File: config.mk
export PLATFORM = sky130hd
export DESIGN_NAME = uart_tx_fifo_flat
export DESIGN_NICKNAME = d
export VERILOG_FILES = /design/src/rtl/uart_tx_fifo_if.sv /design/src/rtl/uart_tx_fifo.sv /design/src/flat_wrapper.sv
export SDC_FILE = /design/constraint.sdc
export NUM_CORES = 1
export LEC_CHECK = 0
export BUFFER_PORTS_ARGS = -buffer_cell sky130_fd_sc_hd__buf_2
export CORE_MARGIN = 4
export CORE_UTILIZATION = 50
export CTS_BUF_LIST = sky130_fd_sc_hd__clkbuf_2 sky130_fd_sc_hd__clkbuf_4 sky130_fd_sc_hd__clkbuf_8
export CTS_CLUSTER_SIZE = 30
export DETAILED_ROUTE_END_ITERATION = 8
export PLACE_DENSITY = 0.67
export SLEW_MARGIN = 20
export SYNTH_ARGS = -nofsm -noshare
export SYNTH_HDL_FRONTEND = slang
export SYNTH_SLANG_ARGS = --single-unit
File: constraint.sdc
create_clock -name clk -period 4.2 [get_ports clk]
set_input_delay 0.84 -clock clk [delete_from_list [all_inputs] [get_ports clk]]
set_output_delay 0.84 -clock clk [all_outputs]
set_load 0.005 [all_outputs]
File: src/rtl/uart_tx_fifo_if.sv
// CPU write port and transmitter handshake for the UART transmit FIFO.
// The master side is the bus and the transmitter; the FIFO is the slave.
interface uart_tx_fifo_if #(
   parameter int DB = 8,
   parameter int AW = 4
);
   logic          wr;
   logic [DB-1:0] w_data;
   logic          tx_done;
   logic [DB-1:0] d_in;
   logic          tx_start;
   logic          tx_full;
   logic          tx_empty;
   logic [AW:0]   level;
   logic          overflow;

   modport master (
      output wr, w_data, tx_done,
      input  d_in, tx_start, tx_full, tx_empty, level, overflow
   );

   modport slave (
      input  wr, w_data, tx_done,
      output d_in, tx_start, tx_full, tx_empty, level, overflow
   );
endinterface

File: src/rtl/uart_tx_fifo.sv
// Circular transmit buffer feeding the UART TX shift engine one word per frame.
//   state | meaning
//   IDLE  | transmitter idle; pops the oldest word as soon as one is stored
//   START | tx_start high for this single cycle, d_in holds the popped word
//   WAIT  | frame in flight; leaves on the tx_done pulse
module uart_tx_fifo #(
   parameter int DB      = 8,
   parameter int AW      = 4,
   parameter int WR_MODE = 0
) (
   input logic         clk,
   input logic         reset_n,
   uart_tx_fifo_if.slave bus
);
   localparam int          DEPTH    = 2 ** AW;
   localparam logic [AW:0] FULL_CNT = (AW + 1)'(DEPTH);

   typedef enum logic [1:0] {IDLE, START, WAIT} state_t;

   state_t        state;
   logic [DB-1:0] mem [DEPTH];
   logic [AW-1:0] wr_ptr;
   logic [AW-1:0] rd_ptr;
   logic [AW:0]   count;
   logic          wr_q;
   logic [DB-1:0] d_in_r;
   logic          tx_start_r;
   logic          overflow_r;

   logic          wr_req;
   logic          wr_ok;
   logic          pop;

   // Full is judged on the count before the edge, so a write racing a pop
   // from a full buffer is still rejected.
   always_comb begin
      wr_req = (WR_MODE != 0) ? (bus.wr & ~wr_q) : bus.wr;
      wr_ok  = wr_req && (count != FULL_CNT);
      pop    = (state == IDLE) && (count != '0);
   end

   always_ff @(posedge clk) begin
      if (wr_ok)
         mem[wr_ptr] <= bus.w_data;
   end

   always_ff @(posedge clk or negedge reset_n) begin
      if (!reset_n) begin
         state      <= IDLE;
         wr_ptr     <= '0;
         rd_ptr     <= '0;
         count      <= '0;
         wr_q       <= 1'b0;
         d_in_r     <= '0;
         tx_start_r <= 1'b0;
         overflow_r <= 1'b0;
      end else begin
         wr_q       <= bus.wr;
         tx_start_r <= 1'b0;
         overflow_r <= wr_req && !wr_ok;

         if (wr_ok)
            wr_ptr <= wr_ptr + 1'b1;

         case ({wr_ok, pop})
            2'b10:   count <= count + 1'b1;
            2'b01:   count <= count - 1'b1;
            default: count <= count;
         endcase

         case (state)
            IDLE: begin
               if (pop) begin
                  d_in_r     <= mem[rd_ptr];
                  rd_ptr     <= rd_ptr + 1'b1;
                  tx_start_r <= 1'b1;
                  state      <= START;
               end
            end
            START: state <= WAIT;
            WAIT: begin
               if (bus.tx_done)
                  state <= IDLE;
            end
            default: state <= IDLE;
         endcase
      end
   end

   assign bus.d_in     = d_in_r;
   assign bus.tx_start = tx_start_r;
   assign bus.overflow = overflow_r;
   assign bus.level    = count;
   assign bus.tx_full  = (count == FULL_CNT);
   assign bus.tx_empty = (count == '0);
endmodule

File: src/flat_wrapper.sv
// flat-port wrapper written by rule: the top's interface ports become plain ports
module uart_tx_fifo_flat 
#(
   parameter int DB      = 8,
   parameter int AW      = 4,
   parameter int WR_MODE = 0
)
  (clk, reset_n, bus_wr, bus_w_data, bus_tx_done, bus_d_in, bus_tx_start, bus_tx_full, bus_tx_empty, bus_level, bus_overflow);
  uart_tx_fifo_if #(.DB(DB), .AW(AW)) bus_i ();
  input logic clk;
  input logic reset_n;
  input wire logic [$bits(bus_i.wr)-1:0] bus_wr;
  input wire logic [$bits(bus_i.w_data)-1:0] bus_w_data;
  input wire logic [$bits(bus_i.tx_done)-1:0] bus_tx_done;
  output wire logic [$bits(bus_i.d_in)-1:0] bus_d_in;
  output wire logic [$bits(bus_i.tx_start)-1:0] bus_tx_start;
  output wire logic [$bits(bus_i.tx_full)-1:0] bus_tx_full;
  output wire logic [$bits(bus_i.tx_empty)-1:0] bus_tx_empty;
  output wire logic [$bits(bus_i.level)-1:0] bus_level;
  output wire logic [$bits(bus_i.overflow)-1:0] bus_overflow;
  assign bus_i.wr = bus_wr;
  assign bus_i.w_data = bus_w_data;
  assign bus_i.tx_done = bus_tx_done;
  assign bus_d_in = bus_i.d_in;
  assign bus_tx_start = bus_i.tx_start;
  assign bus_tx_full = bus_i.tx_full;
  assign bus_tx_empty = bus_i.tx_empty;
  assign bus_level = bus_i.level;
  assign bus_overflow = bus_i.overflow;
  uart_tx_fifo #(.DB(DB), .AW(AW), .WR_MODE(WR_MODE)) u_core (.clk(clk), .reset_n(reset_n), .bus(bus_i));
endmodule
==> flow_metrics.env <==
export IMPL_outcome="complete, no violations"
export IMPL_antenna_found_initial=0
export IMPL_path_cells="or4_4 -> o21ai_4 -> inv_2 -> ha_1 -> xor2_1 -> ha_1 -> a21oi_1 -> or3b_2 -> a31oi_1 -> xnor2_1"
export IMPL_yosysUniqueCellTypes=39
export IMPL_crit_path_end_kind="flip-flop"
export IMPL_routed_top_layer="met4"
export IMPL_leakage_nw=2.39
export IMPL_syn_nets=340
export IMPL_hold_buffers=0
export IMPL_fin_nets=376
export IMPL_synth_area_leader_cell="edfxtp_1"
export IMPL_synth_edf_count=128
export IMPL_drv_slew=0
export IMPL_dp_hpwl_mm=6.93
export IMPL_gp_congestion=0.833
export IMPL_numPortBuffers=28
export IMPL_avgSynthCellArea_um2=19.3
export IMPL_drive_gt1_frac=0.317
export IMPL_grt_max_degree=34
export IMPL_async_flop_share=0.163
export IMPL_rsz0062_at_grt="false"
export IMPL_yosysSeqAreaShare=0.725
export IMPL_ys_warnings_count=0
export IMPL_start_util=0.511
export IMPL_routedWlPerCell_um=20.7
export IMPL_synth_top_cell_area_share=0.624
export IMPL_clock_sinks=153
export IMPL_reg2regPathDepth=10
export IMPL_startpoint_type="flip-flop"
export IMPL_std_cell_rows=40
export IMPL_dieArea_um2=14200
export IMPL_cts_setup_buffers=0
export IMPL_reg2reg_from="u_core.bus.level[1]$_DFFE_PN0P_"
export IMPL_wl_met3_um=540
export IMPL_worstSetupPathType="reg2reg"
export IMPL_netlist_area_um2=6160
export IMPL_first_iter_violations=225
export IMPL_power_density_nw_per_um2=674
export IMPL_core_area_um2=12100
export IMPL_synth_seq_cells=153
export IMPL_critPathArrivalTime_ns=3.69
export IMPL_dp_slack_ns=0.926
export IMPL_synth_most_common_cell="edfxtp_1"
export IMPL_synth_main_ff_cell="edfxtp_1"
export IMPL_cap_violations=0
export IMPL_cts_buffers=17
export IMPL_path_buf_inv=1
export IMPL_grt_pass1_wl_mm=17.3
export IMPL_ant_nets=0
export IMPL_fin_setup_tns_ns=0
export IMPL_slew_headroom=0.319
export IMPL_chipWidth_um=119
export IMPL_max_freq_ghz=0.301
export IMPL_diodes=0
export IMPL_clock_skew_ns=0.0118
export IMPL_setup_viol=0
export IMPL_clk_latency_ns=0.44
export IMPL_path_delay_family="simple AND/OR/NAND/NOR gates"
export IMPL_synthCells=320
export IMPL_slowest_delay_ns=0.61
export IMPL_clock_root_buffer="clkbuf_8"
export IMPL_path_max_fanout=12
export IMPL_drc_errors=0
export IMPL_overflow=0
export IMPL_routed_wl_met2_mm=5.66
export IMPL_vias=2942
export IMPL_grtUsageTotal=0.168
export IMPL_utilization=0.569
export IMPL_htreeDepth=4
export IMPL_hp_class="in2async"
export IMPL_finalHoldViolations=0
export IMPL_met1_length_mm=4.72
export IMPL_rrSetupSlack_ns=0.88
export IMPL_clockBufferDepth=2
export IMPL_path_clk_slew_ns=0.08
export IMPL_worstSetupPathDepth=10
export IMPL_worst_slack_ns=0.877
export IMPL_cts_resized=0
export IMPL_period_needed_ns=3.32
export IMPL_synth_common_cells="128 x edfxtp_1, 32 x mux4_2, 25 x dfrtp_1, 18 x nand2_1"
export IMPL_vias_per_cell=5.48
export IMPL_vdd_drop_max_mv=0.242
export IMPL_syn_to_final_growth_pct=11.3
export IMPL_cp_common_cell="ha_1"
export IMPL_drt_pass1_iter_count=4
export IMPL_crit_slowest_cell="or4_4"
export IMPL_tightest_slew_ns=1.02
export IMPL_finalPower_w=0.00462
export IMPL_io_pins=29
export IMPL_regToRegEndpoint="u_core.bus.level[4]$_DFFE_PN0P_"
export IMPL_ys_top_cells_by_area="edfxtp_1 62%, mux4_2 12%, dfrtp_1 10%, mux2i_1 2.8%, o221ai_2 1.9%"
export IMPL_n_fill_cell=909
export IMPL_cts_tree="yes"
export IMPL_dieHeight_um=119
export IMPL_finalCritPeriodShare=0.791
export IMPL_required_ns=4.57
export IMPL_grt_pass1_vias=3014
export IMPL_drt_wl_total_mm=11.1
cells in the final DEF, fill, tap and decap left out, drive strengths merged, types with 2 or more instances in the layout:
cell / instances
edfxtp: 128
buf: 34
mux4: 32
dfrtp: 25
clkbuf: 24
nand2: 19
nor2: 17
mux2i: 17
o221ai: 8
xnor2: 8
ha: 8
inv: 6
clkinv: 6
xor2: 4
nor3: 4
nand2b: 4
a21oi: 3
nor4b: 2
mux2: 2
nand4: 2
o21ai: 2
logic make-up after synthesis:
logic type / count (synthesis) / share of synthesized area
AO/OA/AOI/OAI: 18 / 0.0317
XOR/XNOR: 12 / 0.0171
adder cells (fa/ha/maj): 8 / 0.0162
buffers and inverters: 23 / 0.0183
flip-flops: 153 / 0.725
multiplexers: 51 / 0.148
AND/OR/NAND/NOR: 55 / 0.0434
worst reg2reg max path: stages (launching register included):
cell	delay, ns
dfrtp_1	0.48
or4_4	0.61
o21ai_4	0.37
inv_2	0.16
ha_1	0.33
xor2_1	0.19
ha_1	0.23
a21oi_1	0.08
or3b_2	0.45
a31oi_1	0.21
xnor2_1	0.13
sequential cells by signal, indices dropped and copies added (netlist names):
signal	count
u_core.mem	128
u_core.bus.d_in	8
u_core.bus.level	5
u_core.rd_ptr	4
u_core.wr_ptr	4
u_core.state	2
u_core.bus.overflow	1
u_core.bus.tx_start	1
stage by stage:
step,hold WS (ns),area [um^2],instances
after detailed placement,0.487,6470,505
after global routing,0.414,6860,537
after floorplan,0.481,6160,320
after global placement,0.490,6470,505
after CTS,0.383,6860,537
final,0.386,6860,537
cell type report:
type	count	area (um^2)	share of cell area
repair buffers	34	185	0.0270
clock inverters	8	66.3	0.00966
well taps	168	210	0.0306
clock buffers	24	324	0.0472
inverters	6	22.5	0.00328
multi-input cells	144	1580	0.230
flip-flops and latches	153	4470	0.652
power by group:
| group | total, W | internal (W) | switching (W) |
|---|---|---|---|
| sequential | 0.00218 | 0.00190 | 0.000280 |
| combinational | 0.00138 | 0.000694 | 0.000684 |
| clock | 0.00107 | 0.000563 | 0.000503 |
| total | 0.00462 | 0.00316 | 0.00147 |
layer usage:
| metal | track usage | vias up |
|---|---|---|
| met3 | 0.0418 | 17 |
| met5 | 0 | - |
| li1 | - | 1328 |
| met2 | 0.272 | 77 |
| met1 | 0.221 | 1520 |
| met4 | 0.0673 | 0 |
worst max-delay path by stage:
stage / slack (ns) / start / endpoint
6_report: 0.88 / u_core.bus.level[1]$_DFFE_PN0P_ / u_core.bus.level[4]$_DFFE_PN0P_
4_1_cts: 0.90 / u_core.bus.level[1]$_DFFE_PN0P_ / u_core.bus.level[4]$_DFFE_PN0P_
5_1_grt: 0.70 / u_core.bus.level[1]$_DFFE_PN0P_ / u_core.bus.level[4]$_DFFE_PN0P_
3_3_place_gp: 1.06 / u_core.bus.level[1]$_DFFE_PN0P_ / u_core.bus.level[4]$_DFFE_PN0P_
2_1_floorplan: 1.28 / u_core.bus.level[1]$_DFFE_PN0P_ / u_core.bus.level[4]$_DFFE_PN0P_
3_5_place_dp: 0.93 / u_core.bus.level[1]$_DFFE_PN0P_ / u_core.bus.level[4]$_DFFE_PN0P_
Note: power is estimated with default switching activity, not from simulation.
